===== src/rtl/mdio_slave.sv =====
// Clause-22 MDIO responder: oversamples mdc/mdio, decodes frames and strobes a local register bank.
// Optional MDIO_PRE_SUPPRESS_EN: accept ST after a single idle 1 following a completed frame.
module mdio_slave #(
   parameter logic [4:0] PHY_ADDR = 5'h01,
   parameter int         PRE_LEN  = 32
) (
   input  logic        clk,
   input  logic        rst_n,
   input  logic        mdc,
   input  logic        mdio_i,
   output logic        mdio_o,
   output logic        mdio_t,
   output logic [4:0]  reg_addr,
   output logic [15:0] reg_wdata,
   output logic        reg_wr_en,
   output logic        reg_rd_en,
   input  logic [15:0] reg_rdata,
   output logic        busy
);

   // Register bank handshake: reg_wr_en / reg_rd_en are single-clk strobes with no back-pressure;
   // reg_wdata/reg_addr are valid while reg_wr_en is high, reg_rdata is sampled 2 clk after reg_rd_en.

   typedef enum logic [2:0] {
      S_IDLE, S_ST2, S_OP, S_PHYAD, S_REGAD, S_TA, S_DATA, S_DONE
   } state_t;

`ifdef MDIO_PRE_SUPPRESS_EN
   localparam logic PRE_SUPPRESS = 1'b1;
`else
   localparam logic PRE_SUPPRESS = 1'b0;
`endif

   localparam logic [5:0] PRE_MAX = 6'(PRE_LEN);

   logic       mdc_s1, mdc_s2, mdc_s3;
   logic       mdio_s1, mdio_s2;
   logic       rise_ev, fall_ev;
   logic       bit_in;

   state_t      state;
   logic [5:0]  pre_cnt;
   logic [3:0]  bcnt;
   logic        op_b0;
   logic        op_rd;
   logic        addr_match;
   logic        sup_ok;
   logic [4:0]  phy_sh;
   logic [4:0]  reg_sh;
   logic [15:0] wsh;

   logic        rd_act;
   logic [4:0]  fcnt;
   logic        rd_d1, rd_d2;
   logic [15:0] rd_sh;

   assign bit_in = mdio_s2;

   // Two-stage synchronizers plus registered edge detect: 3 clk from pin to event.
   always_ff @(posedge clk or negedge rst_n) begin
      if (!rst_n) begin
         mdc_s1  <= 1'b0;
         mdc_s2  <= 1'b0;
         mdc_s3  <= 1'b0;
         mdio_s1 <= 1'b1;
         mdio_s2 <= 1'b1;
         rise_ev <= 1'b0;
         fall_ev <= 1'b0;
      end else begin
         mdc_s1  <= mdc;
         mdc_s2  <= mdc_s1;
         mdc_s3  <= mdc_s2;
         mdio_s1 <= mdio_i;
         mdio_s2 <= mdio_s1;
         rise_ev <= mdc_s2 & ~mdc_s3;
         fall_ev <= ~mdc_s2 & mdc_s3;
      end
   end

   // Frame decoder; every abort path clears the preamble count and the suppression credit.
   always_ff @(posedge clk or negedge rst_n) begin
      if (!rst_n) begin
         state      <= S_IDLE;
         pre_cnt    <= 6'd0;
         bcnt       <= 4'd0;
         op_b0      <= 1'b0;
         op_rd      <= 1'b0;
         addr_match <= 1'b0;
         sup_ok     <= 1'b0;
         phy_sh     <= 5'd0;
         reg_sh     <= 5'd0;
         wsh        <= 16'd0;
         reg_addr   <= 5'd0;
         reg_wdata  <= 16'd0;
         reg_wr_en  <= 1'b0;
         reg_rd_en  <= 1'b0;
         busy       <= 1'b0;
      end else begin
         reg_wr_en <= 1'b0;
         reg_rd_en <= 1'b0;
         if (state == S_DONE) begin
            state   <= S_IDLE;
            busy    <= 1'b0;
            pre_cnt <= 6'd0;
            sup_ok  <= PRE_SUPPRESS;
         end else if (rise_ev) begin
            case (state)
               S_IDLE: begin
                  if (bit_in) begin
                     if (sup_ok || pre_cnt == PRE_MAX) pre_cnt <= PRE_MAX;
                     else                              pre_cnt <= pre_cnt + 6'd1;
                  end else if (pre_cnt == PRE_MAX) begin
                     state   <= S_ST2;
                     busy    <= 1'b1;
                     pre_cnt <= 6'd0;
                  end else begin
                     pre_cnt <= 6'd0;
                     sup_ok  <= 1'b0;
                  end
               end
               S_ST2: begin
                  if (bit_in) begin
                     state <= S_OP;
                     bcnt  <= 4'd0;
                  end else begin
                     state   <= S_IDLE;
                     busy    <= 1'b0;
                     pre_cnt <= 6'd0;
                     sup_ok  <= 1'b0;
                  end
               end
               S_OP: begin
                  if (bcnt == 4'd0) begin
                     op_b0 <= bit_in;
                     bcnt  <= 4'd1;
                  end else if (op_b0 != bit_in) begin
                     op_rd <= op_b0;
                     state <= S_PHYAD;
                     bcnt  <= 4'd0;
                  end else begin
                     state   <= S_IDLE;
                     busy    <= 1'b0;
                     pre_cnt <= 6'd0;
                     sup_ok  <= 1'b0;
                     bcnt    <= 4'd0;
                  end
               end
               S_PHYAD: begin
                  phy_sh <= {phy_sh[3:0], bit_in};
                  if (bcnt == 4'd4) begin
                     state      <= S_REGAD;
                     bcnt       <= 4'd0;
                     addr_match <= ({phy_sh[3:0], bit_in} == PHY_ADDR);
                  end else begin
                     bcnt <= bcnt + 4'd1;
                  end
               end
               S_REGAD: begin
                  reg_sh <= {reg_sh[3:0], bit_in};
                  if (bcnt == 4'd4) begin
                     state <= S_TA;
                     bcnt  <= 4'd0;
                     if (addr_match && op_rd) begin
                        reg_addr  <= {reg_sh[3:0], bit_in};
                        reg_rd_en <= 1'b1;
                     end
                  end else begin
                     bcnt <= bcnt + 4'd1;
                  end
               end
               S_TA: begin
                  if (bcnt == 4'd1) begin
                     state <= S_DATA;
                     bcnt  <= 4'd0;
                  end else begin
                     bcnt <= 4'd1;
                  end
               end
               S_DATA: begin
                  wsh <= {wsh[14:0], bit_in};
                  if (bcnt == 4'd15) begin
                     state <= S_DONE;
                     bcnt  <= 4'd0;
                     if (addr_match && !op_rd) begin
                        reg_wdata <= {wsh[14:0], bit_in};
                        reg_addr  <= reg_sh;
                        reg_wr_en <= 1'b1;
                     end
                  end else begin
                     bcnt <= bcnt + 4'd1;
                  end
               end
               default: begin
                  state <= S_IDLE;
                  busy  <= 1'b0;
               end
            endcase
         end
      end
   end

   // Read-data driver counts falls from the read strobe: fall 0 keeps TA1 released,
   // fall 1 drives TA2 low, falls 2..17 drive D15..D0, fall 18 releases the line.
   always_ff @(posedge clk or negedge rst_n) begin
      if (!rst_n) begin
         mdio_t <= 1'b1;
         mdio_o <= 1'b1;
         rd_act <= 1'b0;
         fcnt   <= 5'd0;
         rd_d1  <= 1'b0;
         rd_d2  <= 1'b0;
         rd_sh  <= 16'd0;
      end else begin
         rd_d1 <= reg_rd_en;
         rd_d2 <= rd_d1;
         if (reg_rd_en) begin
            rd_act <= 1'b1;
            fcnt   <= 5'd0;
         end else if (rd_d2) begin
            rd_sh <= reg_rdata;
         end else if (fall_ev && rd_act) begin
            fcnt <= fcnt + 5'd1;
            if (fcnt == 5'd1) begin
               mdio_t <= 1'b0;
               mdio_o <= 1'b0;
            end else if (fcnt >= 5'd2 && fcnt <= 5'd17) begin
               mdio_o <= rd_sh[15];
               rd_sh  <= {rd_sh[14:0], 1'b0};
            end else if (fcnt == 5'd18) begin
               mdio_t <= 1'b1;
               mdio_o <= 1'b1;
               rd_act <= 1'b0;
            end
         end
      end
   end

endmodule


===== config.mk =====
export PLATFORM = sky130hd
export DESIGN_NAME = mdio_slave
export DESIGN_NICKNAME = d
export VERILOG_FILES = /design/src/rtl/mdio_slave.sv
export SDC_FILE = /design/constraint.sdc
export NUM_CORES = 1
export LEC_CHECK = 0
export CORE_UTILIZATION = 35
export DETAILED_ROUTE_END_ITERATION = 10
export HOLD_SLACK_MARGIN = 0.03
export PLACE_DENSITY = 0.63
export SLEW_MARGIN = 40
export SYNTH_ARGS = -nofsm -noshare
export SYNTH_HDL_FRONTEND = slang
export SYNTH_SLANG_ARGS = --single-unit

===== constraint.sdc =====
create_clock -name clk -period 2.85 [get_ports clk]
set_input_delay 0.285 -clock clk [delete_from_list [all_inputs] [get_ports clk]]
set_output_delay 0.285 -clock clk [all_outputs]
set_load 0.1 [all_outputs]

* Word level (Yosys, flattened, before mapping)
Index checks and enable logic that the tools add are counted.
** Storage, ports and cells
- Flip-flop bits (word level) :: 98
- Bits in latches :: 0
- RAM bits :: 0
- ROM bits :: 0
- Input port bits :: 20
- Output and inout port bits :: 26
- Word-level logic and storage cells :: 188
- Memories kept :: 0
** Operators by class
- Add/sub/neg operators :: 3
- Multipliers :: 0
- Divide/modulo/power cells :: 0
- $lt $le $gt $ge :: 2
- Equality and inequality tests :: 36
- Shift-type cells :: 0
- Mux-type cells :: 72
- Bitwise operators :: 8
- Reduce and logical (&&, ||, !) cells :: 38
** Operator list (number)
- 16-bit 2-to-1 mux :: 4
- 6-bit 2-to-1 mux :: 7
- 5-bit 2-to-1 mux :: 7
- 1-bit 2-to-1 mux :: 34
- 3-bit inequality test (second input constant) :: 10
- 3-bit 2-to-1 mux :: 9
- 5-bit AND reduction :: 5
- 3-bit case mux with 7 select lines :: 1
- 7-bit AND reduction :: 3
- 2-bit inequality test (second input constant) :: 10
- 4-bit case mux with 5 select lines :: 1
- 4-bit AND reduction :: 5
- 6-bit case mux with 3 select lines :: 1
- 2-bit nonzero test :: 7
- 3-bit == test (second input constant) :: 4
- 4-bit 2-to-1 mux :: 3
- 5-bit by 1-bit == test with 1-bit output (second input constant) :: 2
- 5-bit case mux with 2 select lines :: 1
- 3-bit AND reduction :: 3
- 8-bit AND reduction :: 1
- 6-bit by 1-bit adder with 6-bit output (second input constant) :: 1
- 3-bit by 2-bit == test with 1-bit output (second input constant) :: 2
- 6-bit == test (second input constant) :: 1
- 1-bit inverter :: 6
- other kinds (26) :: 31

* Logic depth before layout (Yosys ltp)
Gate-level depths: netlist of run 1.
- Depth after elaboration :: 7
- Mapped depth :: 8
- Depth with buffers taken out :: 7

* Worst setup path after synthesis of run 1
No wires, ideal clock.
- Kind :: register to register
- Start :: register fcnt[0]
- End :: register rd_sh[10]
- Setup time :: 0.125 ns
- Arrival :: 2.033 ns
- Data required time :: 2.725 ns
- Setup slack :: 0.692 ns
- Cell stages (with the launch flop) :: 9
- Path buffers :: 1
- Clock period less this slack :: 2.158 ns
- Cells stage by stage :: dfrtp_1 > inv_1 > ha_1 > nor4_1 > a2bb2oi_1 > or3b_1 > a21oi_4 > buf_12 > mux2_4
** On the way
- Word-level cells in the longest chain between the ends :: 4
- Elaborated cells on any way between the ends :: 7
- Those cells by class :: order compare: 2; eq/ne: 2; reduce/logical: 3
** RTL lines
- from (decl) :: line 53 : logic [4:0] fcnt;
- from (signal assigned) :: line 222 : fcnt <= fcnt + 5'd1;
- 5-bit by 2-bit >= comparator with 1-bit output or 5-bit less-or-equal comparator (tied branches) :: line 226 : end else if (fcnt >= 5'd2 && fcnt <= 5'd17) begin
- 1-bit logical AND :: line 226
- 2-bit nonzero test (no line)
- 4-bit AND reduction (no line) *
- to (signal assigned) :: line 220 : rd_sh <= reg_rdata;
- to (signal assigned) :: line 228 : rd_sh <= {rd_sh[14:0], 1'b0};
- to (decl) :: line 55 : logic [15:0] rd_sh;
Mark *: on every way between the ends. The rest lies on a longest branch, timed or not.
A chain may end at the register's enable or synchronous reset.

* Worst setup path in the final report of run 1
- Start :: register fcnt[0]
- End :: register rd_sh[14]
Same word-level chain as after synthesis.

==> results of run 1 <==
-- cells by family after synthesis --
kind of cell | Yosys count
flip-flops | 97
multiplexers | 63
XOR/XNOR | 6
AND/OR/NAND/NOR | 133
AO/OA/AOI/OAI | 54
buffers and inverters | 33
adder cells (fa/ha/maj) | 8
-- how the worst max path moves through the flow --
stage          startpoint         to  slack [ns]  depth (start not counted)
6_report          fcnt[0]  rd_sh[14]        0.41                          8
5_1_grt           fcnt[0]  rd_sh[12]        0.25                          8
4_1_cts           fcnt[0]  rd_sh[14]        0.40                          8
3_5_place_dp      fcnt[0]  rd_sh[12]        0.42                          8
3_3_place_gp      fcnt[0]  rd_sh[15]        0.46                          8
2_1_floorplan     fcnt[0]  rd_sh[10]        0.69                          8
-- flip-flops by register name (all words and copies together) (netlist names), 3 cells and up --
register	cells
reg_wdata	16
reg_sh	5
rd_sh	16
wsh	15
phy_sh	4
pre_cnt	6
reg_addr	5
state	3
fcnt	5
bcnt	4
-- worst max-delay path, delay by kind of cell (launching register included) --
family	cells	cell delay, ns
AOI/OAI and AO/OA	2	0.53
adders and majority gates	1	0.20
buffers and inverters	2	0.34
DFF	1	0.44
muxes	1	0.31
and+or+nand+nor	2	0.49
-- stage by stage --
stage | area (sq um) | cells | setup slack (ns)
after floorplan | 4529 | 394 | 0.6919
after global placement | 5084 | 597 | 0.4645
after detailed placement | 5084 | 597 | 0.4177
after CTS | 5355 | 613 | 0.4041
after global routing | 5355 | 613 | 0.2528
final | 5355 | 613 | 0.4114
-- timing repair --
item | CTS | global route
hold buffers | 1 | 0
hold endpoints to repair | 43 | 0
setup buffers | 0 | 0
-- Yosys cell counts, types with 3 or more instances --
cell	instances
dfrtp_1	93
nand2_1	64
mux2_2	54
o21ai_0	19
nor2_1	17
inv_1	14
clkbuf_1	13
mux2_4	9
ha_1	8
nand3_1	7
nor3_1	5
a21oi_1	4
buf_2	4
dfstp_2	4
o31ai_1	4
xor2_1	4
a21o_1	3
and2_1	3
and3b_1	3
nand2b_1	3
nand3b_1	3
nand4_1	3
nor3b_1	3
nor4_1	3
or4_1	3
-- per-layer routing --
layer	wire length (microns)	global-route usage	up-vias
li1	-	-	1472
met1	3809	0.1677	1462
met2	3804	0.2143	70
met3	346	0.02354	15
met4	173	0.07179	0
met5	0	0	-
-- layout by cell type, fill, tap and decap left out, types with 2 or more instances in the layout --
master           count
a211o_1              2
a21o_1               3
a21oi_1              4
a221o_1              2
a22o_1               2
a2bb2oi_1            2
and2_1               3
and3_1               2
and3b_1              3
buf_4               31
clkbuf_16            9
clkdlybuf4s50_1     18
clkinv_2             3
dfrtp_1             93
dfstp_2              4
ha_1                 8
inv_1               14
mux2_2              54
mux2_4               9
nand2_1             64
nand2b_1             3
nand3_1              7
nand3b_1             3
nand4_1              3
nand4b_1             2
nor2_1              17
nor2b_1              2
nor3_1               5
nor3b_1              3
nor4_1               3
o211ai_1             2
o21a_1               2
o21ai_0             19
o31ai_1              4
o41ai_1              2
or4_1                3
xnor2_1              2
xor2_1               4
-- power by group --
group / switching, W / internal (W) / total, W
sequential: 0.0000117 / 0.00139 / 0.00140
combinational: 0.0000517 / 0.0000397 / 0.0000915
clock: 0.000497 / 0.000586 / 0.00108
total: 0.000560 / 0.00202 / 0.00258
-- final cells by class --
| type | count | area [sq um] |
|---|---|---|
| fill | 1206 | 7264 |
| sequential | 97 | 2432 |
| multi-input combinational | 264 | 1951 |
| timing repair buffer | 51 | 442.9 |
| clock buffer | 10 | 229.0 |
| tap | 172 | 215.2 |
| inverter | 14 | 52.55 |
| clock inverter | 5 | 32.53 |
==> run metrics, run 1 <==
status completed; Worst slew margin 0.5899; Crit Path Max Fanout 10; Worst R2R Path Depth 8; kind of critical path flip-flop to flip-flop; Synth Area in Compound Gates 0.08453; syn_nets 422; RSZ-0062 raised after global routing no; Startpoint Class flip-flop; Arr. time, crit path 2.66 ns; area grow syn2layout 18.23%; mux cell area share after synthesis 0.1641; Main synth FF type dfrtp_1; main combinational cell family by area after synthesis multiplexers; mean post-synth cell area 11.50 sq um; fin util 0.4244; Crit path largest cell delay 0.44 ns; Post-Synth XOR/XNOR Area 0.01160; # IOs 46; Slew Limit Fails 0; Final Skew 0.005813 ns; clock tree buffer depth 2; CTS Buf Count 9; CTS sink count 97; sequential share of the synthesized area 0.5370; max_cap viols 0; port bufs 45; Netlist cell types 58; Final min period 2.439 ns; worst flop-to-flop path endpoint rd_sh[14]; CORE AREA 0.01262 sq mm; Synth Instances 394; critical path cell sequence inv_1 -> ha_1 -> nor4_1 -> a2bb2oi_1 -> or3b_1 -> a21oi_4 -> buf_4 -> mux2_4; Synth top area share 0.5138; worst r2r src fcnt[0]; dominant cells by area after synthesis dfrtp_1 51%, mux2_2 13%, nand2_1 5.3%; initial antenna violation count 0; Worst path slowest cell dfrtp_1; worst hold path class flip-flop to flip-flop; fraction of layout cells with a size suffix above 1 0.2698; width of the die 115.8 microns; First-pass DRT Iterations 4; Reg clk slew, reported paths 0.06 ns; Worst Min Path Start mdc_s1; Crit path required time 3.08 ns; Hold Vio Cnt, Final 0; area leader, netlist dfrtp_1; Vias 3019; worst slew pin tran 0.6152 ns; largest net degree at the start of global routing 51; # rows 41; Clk Latency, worst-skew pair 0.34 ns; yosys warns 0; via density per instance 4.925; Nets 465; Setup TNS 0 ns; VDD IR-drop max 0.2826 mV; GRT Util Overall 0.1321; GPL Wtd Cong 0.7738; adder-cell share of the synthesized area 0.02210; Initial Utilization 0.3589; gr ovfl total 0; Cell Area, Synth 0.004529 sq mm; cell count of the worst hold path 0; Post-synth EDFFs 0; Total Power 0.002576 W; FFs w/ async S/R, synth 1.000; Iteration-0 DRC Markers 266; simple-gate portion of the synthesized area 0.1483; DRC viols 0; endpoint class of the critical path flip-flop; post_cts resized 0; pwr/cell area 481.1 mW/mm^2; DR WL/cell 13.27 microns; fin crit share 0.8556; die height 115.8 microns; Die ar. 0.01340 sq mm; LEAKAGE 2.612 nW; post-route ant nets 0; diode count 0; Finish-stage setup viols 0; worst hold slack 0.3537 ns; Final Routed Wirelength 8.134 mm; DP HPWL 5.559 mm; Yosys reg bits 97; r2r setup slk 0.41 ns; CTS tree yes; Worst Hold Path EP mdc_s2; CTS root buf clkbuf_16; H-tree depth 3; vias in the first global route 2986; Max Freq 0.4101 GHz; first-pass GRT wire length 13.94 mm
Power figures use the tool's default switching activity.
==> run 2, diff against run 1 <==
ABC_AREA = 0   (was not set)
==> results of run 2 <==
No change in the layout: final DEF, timing and power equal those of run 1.
